===== src/rtl/uart_block_assembler.sv =====
`timescale 1ns/1ps
// Packs the uart_rx byte stream into 128-bit AES blocks (first byte in the MSBs) and presents
// each block on valid/ready, flagging dropped bytes and discarding stale partial blocks.
module uart_block_assembler #(
  parameter int TIMEOUT_CYCLES = 43_400
) (
  input  logic         clk,
  input  logic         rst,
  input  logic [7:0]   data_in,
  input  logic         data_valid,
  input  logic         block_ready,
  output logic [127:0] block_out,
  output logic         block_valid,
  output logic [4:0]   byte_count,
  output logic         overrun,
  output logic         timeout
);

  localparam int TCW = (TIMEOUT_CYCLES > 0) ? $clog2(TIMEOUT_CYCLES + 1) : 1;
  // Expiry is detected one count early so the counter never has to hold TIMEOUT_CYCLES itself.
  localparam logic [TCW-1:0] TCNT_LAST =
    (TIMEOUT_CYCLES > 0) ? TCW'(TIMEOUT_CYCLES - 1) : '0;

  typedef enum logic {
    COLLECT = 1'b0,
    HOLD    = 1'b1
  } state_t;

  state_t         state_q, state_d;
  logic [127:0]   block_q, block_d;
  logic [4:0]     cnt_q, cnt_d;
  logic [TCW-1:0] tcnt_q, tcnt_d;
  logic           ovr_q, ovr_d;
  logic           to_q, to_d;

  logic           capture;
  logic [3:0]     wr_idx;

  // A byte in HOLD is only taken when the handshake frees the buffer on the same edge.
  assign capture = data_valid && ((state_q == COLLECT) || block_ready);
  assign wr_idx  = (state_q == HOLD) ? 4'd0 : cnt_q[3:0];

  always_ff @(posedge clk or posedge rst) begin
    if (rst) begin
      state_q <= COLLECT;
      block_q <= '0;
      cnt_q   <= '0;
      tcnt_q  <= '0;
      ovr_q   <= 1'b0;
      to_q    <= 1'b0;
    end else begin
      state_q <= state_d;
      block_q <= block_d;
      cnt_q   <= cnt_d;
      tcnt_q  <= tcnt_d;
      ovr_q   <= ovr_d;
      to_q    <= to_d;
    end
  end

  always_comb begin
    state_d = state_q;
    unique case (state_q)
      COLLECT: if (data_valid && (cnt_q == 5'd15)) state_d = HOLD;
      HOLD:    if (block_ready)                    state_d = COLLECT;
    endcase
  end

  always_comb begin
    block_d = block_q;
    cnt_d   = cnt_q;
    tcnt_d  = tcnt_q;
    ovr_d   = 1'b0;
    to_d    = 1'b0;
    if (capture) begin
      // Byte n lands at bit offset 8*(15-n), i.e. {~n, 3'b000}.
      block_d[{~wr_idx, 3'b000} +: 8] = data_in;
      cnt_d  = (state_q == HOLD) ? 5'd1 : cnt_q + 5'd1;
      tcnt_d = '0;
    end else if (state_q == HOLD) begin
      if (block_ready) begin
        cnt_d = '0;
      end else if (data_valid) begin
        ovr_d = 1'b1;
      end
    end else if ((TIMEOUT_CYCLES > 0) && (cnt_q != 5'd0)) begin
      if (tcnt_q == TCNT_LAST) begin
        cnt_d  = '0;
        tcnt_d = '0;
        to_d   = 1'b1;
      end else begin
        tcnt_d = tcnt_q + 1'b1;
      end
    end
  end

  always_comb begin
    block_out   = block_q;
    block_valid = (state_q == HOLD);
    byte_count  = cnt_q;
    overrun     = ovr_q;
    timeout     = to_q;
  end

endmodule


===== config.mk =====
export PLATFORM = sky130hd
export DESIGN_NAME = uart_block_assembler
export DESIGN_NICKNAME = d
export VERILOG_FILES = /design/src/rtl/uart_block_assembler.sv
export SDC_FILE = /design/constraint.sdc
export NUM_CORES = 1
export LEC_CHECK = 0
export CORE_MARGIN = 2
export CORE_UTILIZATION = 40
export CTS_BUF_LIST = sky130_fd_sc_hd__clkbuf_8
export DETAILED_ROUTE_END_ITERATION = 16
export DONT_BUFFER_PORTS = 1
export SLEW_MARGIN = 20
export SYNTH_ARGS = -nofsm -noshare
export SYNTH_HDL_FRONTEND = slang
export SYNTH_SLANG_ARGS = --single-unit

===== constraint.sdc =====
create_clock -name clk -period 7.8 [get_ports clk]
set_input_delay 1.17 -clock clk [delete_from_list [all_inputs] [get_ports clk]]
set_output_delay 1.17 -clock clk [all_outputs]
set_load 0.02 [all_outputs]

==> flow_metrics.env <==
export IMPL_drt_iter0_drc=263
export IMPL_die_area_um2=17700
export IMPL_synth_avg_cell_area_um2=13.6
export IMPL_slew_violations=0
export IMPL_hold_violations=0
export IMPL_drt_first_pass_iters=4
export IMPL_cap_violations=0
export IMPL_drc=0
export IMPL_fin_crit_sh_pct=44.4
export IMPL_root_buffer="clkbuf_8"
export IMPL_path_depth=8
export IMPL_clk_pin_slew_ns=0.08
export IMPL_synth_area_leaders="dfrtp_1, mux2_2, mux2_4"
export IMPL_tightest_slew_ns=0.915
export IMPL_area_delta_synth_final_pct=8.39
export IMPL_status="finished, final reports clean"
export IMPL_grt_max_degree=85
export IMPL_ys_flop_type="dfrtp_1"
export IMPL_finClkSkew_ns=0.00575
export IMPL_cp_data_arrival_time_ns=3.79
export IMPL_yosysMostFrequentCell="dfrtp_1"
export IMPL_synthArstFlopShare_pct=100
export IMPL_critPathMaxStageDelay_ns=0.93
export IMPL_cts_resized_gates=0
export IMPL_crit_slowest_cell="dfrtp_1"
export IMPL_port_buffers=0
export IMPL_pwr_density_cell_nw_per_um2=401
export IMPL_cts_buffer_depth=2
export IMPL_antenna_found_initial=1
export IMPL_max_freq_mhz=289
export IMPL_die_x_um=133
export IMPL_hold_depth=1
export IMPL_crit_top_cell="inv_1"
export IMPL_cts_tree="yes"
export IMPL_gp_congestion=0.853
export IMPL_ant_nets=0
export IMPL_route_vias_total=4022
export IMPL_grt_overflow=0
export IMPL_htree_levels=4
export IMPL_clk_latency_ns=0.44
export IMPL_cp_required_ns=8.13
export IMPL_rsz0062_at_grt="false"
export IMPL_path_cells="inv_1 > nand2_1 > inv_1 > ha_1 > nor2b_1 > a211oi_4 > or4_1 > mux2_4"
export IMPL_cts_sinks=152
export IMPL_grt_pass1_vias=4143
export IMPL_synth_edff_count=0
export IMPL_worstSetupPathType="flip-flop to flip-flop"
export IMPL_synth_nets=508
export IMPL_dieHeight_um=133
export IMPL_synth_area_um2=6660
export IMPL_finalSetupTns_ns=0
export IMPL_final_setup_viol_count=0
export IMPL_hold_buffers=0
export IMPL_rows=47
export IMPL_start_util_pct=40.6
export IMPL_coreArea_um2=16400
export IMPL_synth_seq_cells=152
export IMPL_crit_fanout=21
export IMPL_yosysTopAreaCellShare_pct=57.1
export IMPL_cts_setup_buffers=0
export IMPL_crit_buf_inv=2
export IMPL_finalWirelength_mm=15.8
export IMPL_final_min_clock_period_ns=3.46
export IMPL_placed_cell_area_um2=6840
export IMPL_place_ws_ns=4.37
export IMPL_regArea_um2=3800
export IMPL_synthCells=489
export IMPL_design_portCount=148
export IMPL_leakage_nw=3.31
export IMPL_finalNonFillerCells=718
export IMPL_rr_worst_depth=8
export IMPL_vias_per_cell=5.60
export IMPL_grt_use_total_pct=18.5
export IMPL_dp_hpwl_mm=11.0
export IMPL_power_total_mw=2.89
export IMPL_layout_drive_gt1_share_pct=36.1
export IMPL_yosys_cell_types_count=59
export IMPL_fin_nets=504
export IMPL_cp_top_family="simple AND/OR/NAND/NOR gates"
export IMPL_worst_setup_path_end_kind="flip-flop"
export IMPL_synth_common_cells="dfrtp_1, mux2_2, nand2_1"
export IMPL_yosysWarningCount=0
export IMPL_design_area_um2=7220
export IMPL_cts_buffers=17
export IMPL_multiInputGateArea_um2=2690
export IMPL_synth_top_area_cell="dfrtp_1"
export IMPL_dp_cells=686
export IMPL_worstHoldPathType="flip-flop to flip-flop"
export IMPL_antennaDiodeCount=0
export IMPL_grt_pass1_wl_mm=24.8
export IMPL_final_util_pct=44.0
export IMPL_worst_slack_ns=4.34
export IMPL_fillers=1494
export IMPL_slew_limit_headroom_pct=39.0
export IMPL_ys_seq_area_share_pct=57.1
export IMPL_wire_per_inst_um=22.0
export IMPL_holdWs_ns=0.541
export IMPL_ir_drop_uv=188
export IMPL_cp_start_kind="flip-flop"
==> sequential cells by signal (all words and copies together), names as in the netlist <==
signal / cells
tcnt_q: 16
overrun: 1
timeout: 1
block_out: 128
block_valid: 1
byte_count: 5
==> power by group <==
part / switching, mW / internal [mW]
combinational: 0.299 / 0.347
clock: 0.295 / 0.286
sequential: 0.601 / 1.06
total: 1.20 / 1.70
==> layout make-up <==
cell class / count / area share, %
repair buffers: 1 / 0.104
multi-input cells: 299 / 37.3
inverters: 14 / 0.797
clock inverters: 11 / 1.35
clock buffers: 21 / 4.00
well taps: 220 / 3.81
flip-flops and latches: 152 / 52.7
==> worst register-to-register path, stage by stage, from the launching register on <==
cell and delay [ns]:
dfrtp_1 0.93, inv_1 0.24, nand2_1 0.17, inv_1 0.08
ha_1 0.29, nor2b_1 0.26, a211oi_4 0.16, or4_1 0.84
mux2_4 0.40
==> layer usage <==
layer	up-vias	part of all wire (%)	track usage (%)
met1	2090	41	22.5
met4	0	1.1	5.79
met3	16	9.1	7.78
met2	143	49	29.9
li1	1773	-	-
met5	-	0	0
==> path summary, 6_finish.rpt <==
check                                       start                         end  slack (ns)
setup / recovery            block_valid$_DFF_PP0_  block_out[117]$_DFFE_PP0P_        4.34
hold / removal             tcnt_q[12]$_DFFE_PP0P_      tcnt_q[12]$_DFFE_PP0P_        0.54
setup reg to reg            block_valid$_DFF_PP0_  block_out[117]$_DFFE_PP0P_        4.34
hold reg to reg            tcnt_q[12]$_DFFE_PP0P_      tcnt_q[12]$_DFFE_PP0P_        0.54
max in group asynchronous                     rst   block_out[20]$_DFFE_PP0P_        5.71
min in group asynchronous                     rst   block_out[58]$_DFFE_PP0P_        0.73
==> cell families (layout without fill, tap and decap cells) <==
logic type | count (synthesis) | count (layout) | share of synthesized area [%]
buf+inv | 38 | 47 | 2.52
flops | 152 | 152 | 57.1
mux | 128 | 128 | 22.5
xor+xnor | 2 | 2 | 0.263
simple gates | 106 | 106 | 10.2
fa+ha+maj | 7 | 7 | 1.31
compound gates | 56 | 56 | 6.12
==> cells in the final DEF (no fill, tap or decap), types with 3 or more instances in the layout <==
master	netlist	layout
dfrtp_1	152	152
mux2_2	112	112
clkbuf_8	0	21
nand2_1	17	17
mux2_4	16	16
a21oi_1	15	15
inv_1	12	13
nand3_1	12	12
and3_1	11	11
o21ai_0	10	10
and2_1	8	8
or4_1	8	8
o31ai_1	7	7
ha_1	7	7
nor2b_1	5	5
nor3_2	5	5
nand4_1	5	5
or3_1	5	5
nor2_1	4	4
and4_1	4	4
nor3_1	4	4
nand3b_1	3	3
nor3b_1	3	3
a21oi_2	3	3
inv_6	0	3
Note: power is estimated with default switching activity, not from simulation.
